**src/rtl/lcd_write_arbiter_pkg.sv**
```systemverilog
// Shared types and constants for the LCD character-write arbiter.
// No logic of its own; purely declarations.
// No flow control; consumers apply their own handshakes.
package lcd_arb_pkg;

   // Sequencer states: waiting for work, or holding off after a strobe
   typedef enum logic {
      IDLE = 1'b0,
      GAP  = 1'b1
   } state_t;

   // Which source produced the most recent strobe
   typedef enum logic {
      KB  = 1'b0,
      MSG = 1'b1
   } src_t;

   localparam int         MSG_CHARS_DEFAULT = 16;
   localparam logic [7:0] ASCII_NUL         = 8'h00;

endpackage

```
**src/rtl/lcd_write_arbiter_if.sv**
```systemverilog
// Bundle of keyboard, message and LCD character-port signals around the arbiter.
// Wires only, zero latency.
// Messages use valid/ready; keyboard and LCD strobes are unacknowledged pulses.
interface lcd_write_arbiter_if
   import lcd_arb_pkg::*;
#(
   parameter int MSG_CHARS = MSG_CHARS_DEFAULT
);

   logic                   kb_valid;
   logic [7:0]             kb_char;
   logic                   msg_valid;
   logic [8*MSG_CHARS-1:0] msg_data;
   logic                   msg_ready;
   logic                   msg_done;
   logic                   lcd_strobe;
   logic [7:0]             lcd_char;
   logic                   kb_overflow;
   logic                   busy;

   // Upstream side: character sources plus whoever watches the LCD port
   modport master (
      output kb_valid, kb_char, msg_valid, msg_data,
      input  msg_ready, msg_done, lcd_strobe, lcd_char, kb_overflow, busy
   );

   // Arbiter side
   modport slave (
      input  kb_valid, kb_char, msg_valid, msg_data,
      output msg_ready, msg_done, lcd_strobe, lcd_char, kb_overflow, busy
   );

endinterface

```
**src/rtl/lcd_write_arbiter_kb_char_buffer.sv**
```systemverilog
// One-entry holding register for keyboard characters with sticky overflow flag.
// Character is visible on kb_buf/kb_full one cycle after kb_valid.
// No backpressure: a key arriving while full and not consumed is dropped and flagged.
module kb_char_buffer
   import lcd_arb_pkg::*;
(
   input  logic       clock,
   input  logic       RESETN,
   input  logic       kb_valid,
   input  logic [7:0] kb_char,
   input  logic       consume,
   output logic       kb_full,
   output logic [7:0] kb_buf,
   output logic       kb_overflow
);

   logic [7:0] kb_buf_q, kb_buf_d;
   logic       kb_full_q, kb_full_d;
   logic       kb_overflow_q, kb_overflow_d;

   // Write when empty or when the held character leaves this cycle; otherwise drop
   always_comb begin
      kb_buf_d      = kb_buf_q;
      kb_full_d     = kb_full_q;
      kb_overflow_d = kb_overflow_q;
      if (consume) begin
         kb_full_d = 1'b0;
      end
      if (kb_valid) begin
         if (!kb_full_q || consume) begin
            kb_buf_d  = kb_char;
            kb_full_d = 1'b1;
         end else begin
            kb_overflow_d = 1'b1;
         end
      end
   end

   // Buffer registers, synchronous active-low reset
   always_ff @(posedge clock) begin
      if (!RESETN) begin
         kb_buf_q      <= ASCII_NUL;
         kb_full_q     <= 1'b0;
         kb_overflow_q <= 1'b0;
      end else begin
         kb_buf_q      <= kb_buf_d;
         kb_full_q     <= kb_full_d;
         kb_overflow_q <= kb_overflow_d;
      end
   end

   assign kb_full     = kb_full_q;
   assign kb_buf      = kb_buf_q;
   assign kb_overflow = kb_overflow_q;

endmodule

```
**src/rtl/lcd_write_arbiter.sv**
```systemverilog
// Shares the LCD character-write port between keyboard keys and fixed-length messages.
// Key or message accept in cycle N gives the first lcd_strobe in N+2; strobes spaced CHAR_GAP+.
// msg_ready drops while a message is latched; keys queue in one slot and overflow when it is full.
module lcd_write_arbiter
   import lcd_arb_pkg::*;
#(
   parameter int CHAR_GAP  = 16,
   parameter int MSG_CHARS = MSG_CHARS_DEFAULT
) (
   input logic                clock,
   input logic                RESETN,
   lcd_write_arbiter_if.slave bus
);

   localparam int MSG_W = 8 * MSG_CHARS;
   localparam int GAP_W = $clog2(CHAR_GAP + 1);
   localparam int IDX_W = $clog2(MSG_CHARS + 1);
   localparam logic [GAP_W-1:0] GAP_RELOAD = GAP_W'(CHAR_GAP - 1);
   localparam logic [IDX_W-1:0] IDX_END    = IDX_W'(MSG_CHARS);

   state_t             state_q, state_d;
   src_t               src_q, src_d;
   logic [GAP_W-1:0]   gap_cnt_q, gap_cnt_d;
   logic [IDX_W-1:0]   idx_q, idx_d;
   logic [MSG_W-1:0]   msg_sr_q, msg_sr_d;
   logic               msg_busy_q, msg_busy_d;
   logic               lcd_strobe_q, lcd_strobe_d;
   logic [7:0]         lcd_char_q, lcd_char_d;
   logic               msg_done_q, msg_done_d;

   logic               kb_consume;
   logic               kb_full;
   logic [7:0]         kb_buf;
   logic               kb_overflow;
   logic               msg_step;
   logic [7:0]         msg_byte;
   logic               msg_end;

   kb_char_buffer u_kb_buf (
      .clock       (clock),
      .RESETN      (RESETN),
      .kb_valid    (bus.kb_valid),
      .kb_char     (bus.kb_char),
      .consume     (kb_consume),
      .kb_full     (kb_full),
      .kb_buf      (kb_buf),
      .kb_overflow (kb_overflow)
   );

   // Next message byte sits in the top of the shift register; null or count exhaustion ends it
   assign msg_byte = msg_sr_q[MSG_W-1 -: 8];
   assign msg_end  = (msg_byte == ASCII_NUL) || (idx_q == IDX_END);

   // Sequencer: message latch, keyboard-first arbitration before a message starts, gap timing
   always_comb begin
      state_d      = state_q;
      src_d        = src_q;
      gap_cnt_d    = gap_cnt_q;
      idx_d        = idx_q;
      msg_sr_d     = msg_sr_q;
      msg_busy_d   = msg_busy_q;
      lcd_strobe_d = 1'b0;
      lcd_char_d   = lcd_char_q;
      msg_done_d   = 1'b0;
      kb_consume   = 1'b0;
      msg_step     = 1'b0;

      // Accept only while no message is held, so this never collides with a message step
      if (bus.msg_valid && !msg_busy_q) begin
         msg_sr_d   = bus.msg_data;
         idx_d      = '0;
         msg_busy_d = 1'b1;
      end

      case (state_q)
         IDLE: begin
            // idx of zero means no byte of a held message has gone out yet
            if (kb_full && idx_q == '0) begin
               lcd_strobe_d = 1'b1;
               lcd_char_d   = kb_buf;
               kb_consume   = 1'b1;
               src_d        = KB;
               gap_cnt_d    = GAP_RELOAD;
               state_d      = GAP;
            end else if (msg_busy_q) begin
               msg_step = 1'b1;
            end
         end
         GAP: begin
            if (gap_cnt_q != '0) begin
               gap_cnt_d = gap_cnt_q - 1'b1;
            end else if (src_q == MSG) begin
               // Chain message bytes back-to-back so spacing is exactly CHAR_GAP
               msg_step = 1'b1;
            end else begin
               state_d = IDLE;
            end
         end
      endcase

      if (msg_step) begin
         if (msg_end) begin
            msg_done_d = 1'b1;
            msg_busy_d = 1'b0;
            idx_d      = '0;
            state_d    = IDLE;
         end else begin
            lcd_strobe_d = 1'b1;
            lcd_char_d   = msg_byte;
            msg_sr_d     = msg_sr_q << 8;
            idx_d        = idx_q + 1'b1;
            src_d        = MSG;
            gap_cnt_d    = GAP_RELOAD;
            state_d      = GAP;
         end
      end
   end

   // State and datapath registers, synchronous active-low reset
   always_ff @(posedge clock) begin
      if (!RESETN) begin
         state_q      <= IDLE;
         src_q        <= KB;
         gap_cnt_q    <= '0;
         idx_q        <= '0;
         msg_sr_q     <= '0;
         msg_busy_q   <= 1'b0;
         lcd_strobe_q <= 1'b0;
         lcd_char_q   <= ASCII_NUL;
         msg_done_q   <= 1'b0;
      end else begin
         state_q      <= state_d;
         src_q        <= src_d;
         gap_cnt_q    <= gap_cnt_d;
         idx_q        <= idx_d;
         msg_sr_q     <= msg_sr_d;
         msg_busy_q   <= msg_busy_d;
         lcd_strobe_q <= lcd_strobe_d;
         lcd_char_q   <= lcd_char_d;
         msg_done_q   <= msg_done_d;
      end
   end

   assign bus.msg_ready   = !msg_busy_q;
   assign bus.msg_done    = msg_done_q;
   assign bus.lcd_strobe  = lcd_strobe_q;
   assign bus.lcd_char    = lcd_char_q;
   assign bus.kb_overflow = kb_overflow;
   assign bus.busy        = (state_q != IDLE) || msg_busy_q || kb_full;

endmodule

```
**src/flat_wrapper.sv**
```systemverilog
// flat-port wrapper written by rule: the top's interface ports become plain ports
module lcd_write_arbiter_flat import lcd_arb_pkg::*;
#(
   parameter int CHAR_GAP  = 16,
   parameter int MSG_CHARS = MSG_CHARS_DEFAULT
)
  (clock, RESETN, bus_kb_valid, bus_kb_char, bus_msg_valid, bus_msg_data, bus_msg_ready, bus_msg_done, bus_lcd_strobe, bus_lcd_char, bus_kb_overflow, bus_busy);
  lcd_write_arbiter_if #(.MSG_CHARS(MSG_CHARS)) bus_i ();
  input logic clock;
  input logic RESETN;
  input wire logic [$bits(bus_i.kb_valid)-1:0] bus_kb_valid;
  input wire logic [$bits(bus_i.kb_char)-1:0] bus_kb_char;
  input wire logic [$bits(bus_i.msg_valid)-1:0] bus_msg_valid;
  input wire logic [$bits(bus_i.msg_data)-1:0] bus_msg_data;
  output wire logic [$bits(bus_i.msg_ready)-1:0] bus_msg_ready;
  output wire logic [$bits(bus_i.msg_done)-1:0] bus_msg_done;
  output wire logic [$bits(bus_i.lcd_strobe)-1:0] bus_lcd_strobe;
  output wire logic [$bits(bus_i.lcd_char)-1:0] bus_lcd_char;
  output wire logic [$bits(bus_i.kb_overflow)-1:0] bus_kb_overflow;
  output wire logic [$bits(bus_i.busy)-1:0] bus_busy;
  assign bus_i.kb_valid = bus_kb_valid;
  assign bus_i.kb_char = bus_kb_char;
  assign bus_i.msg_valid = bus_msg_valid;
  assign bus_i.msg_data = bus_msg_data;
  assign bus_msg_ready = bus_i.msg_ready;
  assign bus_msg_done = bus_i.msg_done;
  assign bus_lcd_strobe = bus_i.lcd_strobe;
  assign bus_lcd_char = bus_i.lcd_char;
  assign bus_kb_overflow = bus_i.kb_overflow;
  assign bus_busy = bus_i.busy;
  lcd_write_arbiter #(.CHAR_GAP(CHAR_GAP), .MSG_CHARS(MSG_CHARS)) u_core (.clock(clock), .RESETN(RESETN), .bus(bus_i));
endmodule
```
**config.mk**
```make
export PLATFORM = sky130hd
export DESIGN_NAME = lcd_write_arbiter_flat
export DESIGN_NICKNAME = d
export VERILOG_FILES = /design/src/rtl/lcd_write_arbiter_pkg.sv /design/src/rtl/lcd_write_arbiter_if.sv /design/src/rtl/lcd_write_arbiter_kb_char_buffer.sv /design/src/rtl/lcd_write_arbiter.sv /design/src/flat_wrapper.sv
export SDC_FILE = /design/constraint.sdc
export NUM_CORES = 1
export LEC_CHECK = 0
export BUFFER_PORTS_ARGS = -buffer_cell sky130_fd_sc_hd__buf_2
export CORE_AREA = 2 2 155 157
export CTS_CLUSTER_SIZE = 24
export DETAILED_ROUTE_END_ITERATION = 8
export DIE_AREA = 0 0 157 159
export GPL_ROUTABILITY_DRIVEN = 0
export GPL_TIMING_DRIVEN = 0
export MAX_ROUTING_LAYER = met4
export PLACE_DENSITY = 0.61
export RECOVER_POWER = 25
export SETUP_SLACK_MARGIN = 0.1
export SLEW_MARGIN = 25
export SYNTH_ARGS = -nofsm -noshare
export SYNTH_HDL_FRONTEND = slang
export SYNTH_SLANG_ARGS = --single-unit
```
**constraint.sdc**
```tcl
create_clock -name clock -period 3.7 [get_ports clock]
set_input_delay 0.74 -clock clock [delete_from_list [all_inputs] [get_ports clock]]
set_output_delay 0.74 -clock clock [all_outputs]
set_load 0.005 [all_outputs]
```
==> qor.csv, run 1 <==
metric,value,unit
status,finished clean,
most common cell in the netlist,nand2_1,
row count,56,
post-route setup slack,849,ps
die width,157,um
die footprint,25000,um^2
initial DRC count,249,
Hold Worst Slack,454,ps
top cell type's share of synthesized area,0.400,
fin. max-slew vios,0,
Root Buffer,clkbuf_16,
first-pass GRT wire length,34.1,mm
LEAKAGE,3.85,nW
measured slew at the worst slew-check pin,1120,ps
Clock Skew,14.6,ps
Worst VDD drop,0.288,mV
crit share post-route,0.770,
asr flop ratio synth,0,
CTS Buffer Depth,2,
Core Area,23200,um^2
Power Dens Cells,488,nW/um^2
synth cell count leaders,"245 x nand2_1, 161 x dfxtp_1, 136 x mux2i_1",
share of layout cells above drive strength 1,0.318,
Layout Cells excl Fill,1363,
dpl cells,1325,
Via-to-Cell Ratio,4.73,
Routed Antenna Nets,0,
kind of start point of the critical path,flip-flop,
Hold Path Stages,2,
critical path peak fanout,10,
Final Hold Violating Endpoints,0,
HP Class,flip-flop to flip-flop,
slew margin rel.,0.251,
yosys warns,0,
NetSw,1.35,mW
post-layout util,0.422,
final setup vio count,0,
TNS Setup,0,ps
Clock Latency Late Sink,430,ps
FF-to-FF path depth,6,
"CTS clk-pin slew, worst paths",70,ps
flop2flop setup slack,850,ps
CP required,3950,ps
Synth Net Count,999,
Area Growth Syn to Fin,21.4,%
Post-Synthesis Cell Area,8060,um^2
Clk pwr share,0.369,
Synth Flop Type,dfxtp_1,
sw frac,0.282,
number of gates resized after cts,0,
drt wl/cell,15.8,um
part of the Yosys area used for sequential elements,0.400,
DR pass1 iterations,5,
Yosys top cell by area,dfxtp_1,
Synth area leaders,"dfxtp_1 40%, mux2_2 17%, mux2i_1 17%",
hold buffers post-CTS,0,
Setup CP Type,flip-flop to flip-flop,
number of global-route vias before repair,6495,
critical path data arrival time,3100,ps
minimum clock period,2850,ps
synth unique cells,45,
Post-Route WL,21.5,mm
drt drc,0,
largest net degree at the start of global routing,17,
Clock Sink Count,161,
Final #Nets,1168,
Cell Int Power,3.42,mW
CTS buffer count,17,
Placement Cell Area,9210,um^2
number of synthesized register bits,161,
CTS H-tree lvls,4,
initial antenna violation count,6,
vias,6450,
postcts setup bufs,0,
port buffer count,150,
IO Pins,153,
GRT overflow,0,
GRT Overall Usage,0.180,
Logic pwr share,0.209,
number of flops mapped to enable cells by yosys,0,
per-instance average area after synthesis,9.41,um^2
design area,9780,um^2
RSZ-0062 raised after global routing,no,
Max Fclk,351,MHz
Starting Density,0.347,
CTS tree,built,
Total Power,4.77,mW
Worst setup EP type,flip-flop,
post-DP HPWL,16.2,mm
Flop pwr share,0.422,
max_cap viols,0,
Mapped Cells,856,
dpl ws,944,ps
die height,159,um
Fillers,2361,
-- cell families after synthesis --
family,share of synthesized area
AO/OA/AOI/OAI,0.0587
XOR/XNOR,0.00326
adder cells (fa/ha/maj),0.00466
buffers and inverters,0.0520
flip-flops,0.400
multiplexers,0.338
AND/OR/NAND/NOR,0.143
-- flip-flops by register name, summed over array words and instances, names as in the netlist, 5 cells and up --
register / flops
u_core.gap_cnt_q: 5
u_core.msg_sr_q: 128
u_core.idx_q: 5
u_core.u_kb_buf.kb_buf: 8
u_core.bus.lcd_char: 8
-- worst paths after layout --
| check | start | to |
|---|---|---|
| max | u_core.idx_q[0] | u_core.bus.lcd_strobe |
| min | u_core.msg_sr_q[54] | u_core.msg_sr_q[62] |
| max reg2reg | u_core.idx_q[0] | u_core.bus.lcd_strobe |
| min reg2reg | u_core.msg_sr_q[54] | u_core.msg_sr_q[62] |
-- layout make-up --
cell class / count / area (um^2) / share of cell area
antenna: 6 / 15.0 / 0.00154
buffer: 69 / 380 / 0.0389
clock buffer: 19 / 443 / 0.0453
clock inverter: 13 / 135 / 0.0138
inverter: 10 / 37.5 / 0.00384
multi-input combinational: 616 / 4400 / 0.450
sequential: 161 / 3220 / 0.330
tap: 319 / 399 / 0.0408
timing repair buffer: 150 / 746 / 0.0763
-- worst max-delay path, stage by stage (launching register included) --
cell and delay, ps:
dfxtp_1 340, inv_1 70, ha_1 130, nor3b_1 890
a211oi_1 350, o21ai_0 690, a21oi_1 210
-- power by group through the flow --
stage	Combinational [mW]	Clock, mW	Sequential (mW)
floorplan	0.763	0	2.01
global placement	0.997	0	2.05
detailed placement	1.00	0	2.05
CTS	1.01	1.79	2.01
global route	1.10	1.88	2.03
finish	0.995	1.76	2.01
-- cells in the final DEF, fill, tap and decap left out, drive strengths merged, types with 3 or more instances in the layout --
master,count
xnor2,3
o2111ai,9
buf,175
o31ai,8
mux2i,136
o211ai,4
mux2,121
nor3,12
a31oi,3
diode,6
dfxtp,161
nand3,15
o21ai,13
nand2,245
a21oi,16
inv,12
ha,3
clkbuf,63
clkinv,7
-- routing by layer --
layer,wire length [um],GRT usage
met5,0,-
met4,190,0.0379
met3,1160,0.0514
met2,9990,0.287
met1,10100,0.226
(Power assumes the default switching activity.)
==> inputs of run 2 (changes only) <==
--- a/config.mk
+++ b/config.mk
@@ -5,11 +5,12 @@
 export SDC_FILE = /design/constraint.sdc
 export NUM_CORES = 1
 export LEC_CHECK = 0
+export ABC_AREA = 1
 export BUFFER_PORTS_ARGS = -buffer_cell sky130_fd_sc_hd__buf_2
-export CORE_AREA = 2 2 155 157
+export CORE_AREA = 2 2 158 160
 export CTS_CLUSTER_SIZE = 24
 export DETAILED_ROUTE_END_ITERATION = 8
-export DIE_AREA = 0 0 157 159
+export DIE_AREA = 0 0 160 162
 export GPL_ROUTABILITY_DRIVEN = 0
 export GPL_TIMING_DRIVEN = 0
 export MAX_ROUTING_LAYER = met4
==> constraint.sdc (replaced) <==
create_clock -name clock -period 2.8 [get_ports clock]
set_input_delay 0.56 -clock clock [delete_from_list [all_inputs] [get_ports clock]]
set_output_delay 0.56 -clock clock [all_outputs]
set_load 0.005 [all_outputs]
==> qor.csv, run 2 <==
metric,value,unit,change
met2 Use GR,0.303,,+0.0152
Max Fclk,399,MHz,
number of synthesized register bits,161,,unchanged
dpl cells,1744,,+32%
number of flops mapped to enable cells by yosys,0,,unchanged
share of layout cells above drive strength 1,0.187,,-0.130
part of the Yosys area used for sequential elements,0.384,,-0.0156
"slowest stage delay, CP",430,ps,-460 ps
per-instance average area after synthesis,6.60,um^2,-30%
Top Usage Layer GRT,met2,,
vias,7990,,+24%
most common cell in the netlist,nand2_1,,
number of global-route vias before repair,7646,,+18%
critical path peak fanout,10,,unchanged
Worst VDD drop,0.320,mV,+11%
HP Class,input port to flip-flop,,
largest net degree at the start of global routing,17,,unchanged
Post-Synthesis Cell Area,8380,um^2,+4.1%
first-pass GRT wire length,37.4,mm,+9.9%
max_cap viols,0,,unchanged
die width,160,um,+1.9%
Layout Cells excl Fill,1778,,+30%
fin. max-slew vios,0,,unchanged
met3 GRT Util,0.0319,,-0.0195
die footprint,25900,um^2,+3.8%
Power Dens Cells,744,nW/um^2,+53%
most used cell along the critical path,buf_2,,
synth unique cells,27,,-40%
CP required,2240,ps,-1710 ps
Setup CP Type,flip-flop to output port,,
measured slew at the worst slew-check pin,687,ps,-434 ps
Synth area leaders,"dfxtp_1 38%, nand2_1 17%, nor2_1 13%",,
Bufs and invs on worst path,4,,+3
Starting Density,0.348,,+0.000437
Mapped Cells,1270,,+48%
Clock Skew,10.6,ps,-3.95 ps
status,finished clean,,
TNS Setup,0,ps,unchanged
Clock Sink Count,161,,unchanged
RSZ-0062 raised after global routing,no,,
post-DP HPWL,17.0,mm,+5.1%
synth cell count leaders,"374 x nand2_1, 301 x nor2_1, 161 x dfxtp_1",,
max reg flops,128,,unchanged
Clock Latency Late Sink,420,ps,about the same
drt wl/cell,12.9,um,-18%
GRT Overall Usage,0.183,,+0.00312
Final Hold Violating Endpoints,0,,unchanged
Final #Nets,1582,,+35%
"Most flops, register",u_core.msg_sr_q,,
initial DRC count,489,,+96%
highest-delay cell along the critical path,clkbuf_1,,
slew margin rel.,0.540,,+0.289
Routed Antenna Nets,0,,unchanged
met1 usage,0.231,,+0.00528
IO Pins,153,,unchanged
Yosys top cell by area,dfxtp_1,,
"CTS clk-pin slew, worst paths",60,ps,about the same
kind of start point of the critical path,flip-flop,,
DR pass1 iterations,5,,unchanged
Core Area,24100,um^2,+3.9%
GRT overflow,0,,unchanged
CTS buffer count,17,,unchanged
Root Buffer,clkbuf_16,,
Via-to-Cell Ratio,4.49,,-5.0%
worst path cell trace,inv_2 -> clkbuf_1 -> buf_2 -> nand3_1 -> buf_2,,
port buffer count,150,,unchanged
yosys warns,0,,unchanged
Area Growth Syn to Fin,20.1,%,
critical path data arrival time,1950,ps,-1150 ps
row count,57,,+1.8%
Synth Flop Type,dfxtp_1,,
minimum clock period,2510,ps,
asr flop ratio synth,0,,unchanged
Fillers,2653,,+12%
initial antenna violation count,3,,-3
final setup vio count,0,,unchanged
"commonest non-fill, non-tap cell in the layout",nand2_1,,
most frequent cells in the layout,"375 x nand2_1, 302 x nor2_1, 165 x buf_2",,
Worst setup EP type,output port,,
Post-Route WL,23.0,mm,+6.9%
CTS Buffer Depth,2,,unchanged
Top Family by Delay on Critical Path,buffers and inverters,,
Synth Net Count,1413,,+41%
crit share post-route,0.895,,
CTS H-tree lvls,4,,unchanged
CTS tree,built,,
LEAKAGE,5.26,nW,+37%
drt drc,0,,unchanged
die height,162,um,+1.9%
top cell type's share of synthesized area,0.384,,-0.0156
[run 2: power by group]
group / total, mW / switching [mW] / internal [mW] / leakage (nW)
Clock: 2.17 / 0.983 / 1.18 / 0.263
Combinational: 2.35 / 1.40 / 0.950 / 3.67
Sequential: 2.97 / 0.238 / 2.74 / 1.33
[run 2: timing repair]
action                     CTS  global route
setup buffers                0             0
hold buffers                 0             0
setup endpoints to repair    1             0
resized for setup            1             0
[run 2: metrics by stage]
stage / total power, mW / util / hold WS, ps / instance area [um^2] / setup WS [ps]
final: 7.49 / 0.418 / 399 / 10100 / 294
after global placement: 5.35 / 0.396 / 459 / 9540 / 467
after CTS: 7.56 / 0.418 / 380 / 10100 / 242
after global routing: 8.04 / 0.418 / 417 / 10100 / 99.8
after detailed placement: 5.39 / 0.396 / 468 / 9540 / 436
after floorplan: 4.75 / - / 444 / 8380 / 1010
[run 2: worst paths after layout]
check                                  startpoint                         to  slack (ps)  cells past startpoint
worst max register to register    u_core.idx_q[0]        u_core.msg_sr_q[89]         350                     10
worst max-delay path            u_core.msg_busy_q                   bus_busy         290                      5
worst min register to register       u_core.src_q               u_core.src_q         470                      2
worst min-delay path               bus_kb_char[1]  u_core.u_kb_buf.kb_buf[1]         400                      3
[run 2: cell type report]
| cell class | instances | area (um^2) | share of cell area |
|---|---|---|---|
| Antenna cell | 3 | 7.51 | 0.000746 |
| Buffer | 84 | 438 | 0.0435 |
| Clock buffer | 20 | 457 | 0.0454 |
| Clock inverter | 11 | 82.6 | 0.00820 |
| Inverter | 95 | 357 | 0.0354 |
| Multi-Input combinational cell | 930 | 4350 | 0.432 |
| Sequential cell | 161 | 3220 | 0.320 |
| Tap cell | 324 | 405 | 0.0403 |
| Timing Repair Buffer | 150 | 746 | 0.0741 |
[run 2: worst reg2reg max path, cell delays in order (launching register included)]
cell and delay (ps):
dfxtp_1 400, inv_1 70, ha_1 220, nand2_1 140, nor3_1 70, nor2_1 540, nand2_4 250, inv_2 120
clkbuf_1 370, nor2_1 90, nor2_1 120
[run 2: cells by family (layout without fill, tap and decap cells)]
kind of cell,count (synthesis),after routing,share of synthesized area
buffers and inverters,179,360,0.0957
DFF,161,161,0.384
adders and majority gates,3,3,0.00448
muxes,52,52,0.0698
xor gates and xnor gates,4,4,0.00418
AOI/OAI and AO/OA,33,33,0.0206
and+or+nand+nor,838,838,0.421
other,0,3,0
[run 2: layer usage]
metal,share of wire,routed length (um)
met2,0.47,10700
met1,0.48,11000
met3,0.040,922
met5,0,0
met4,0.016,376
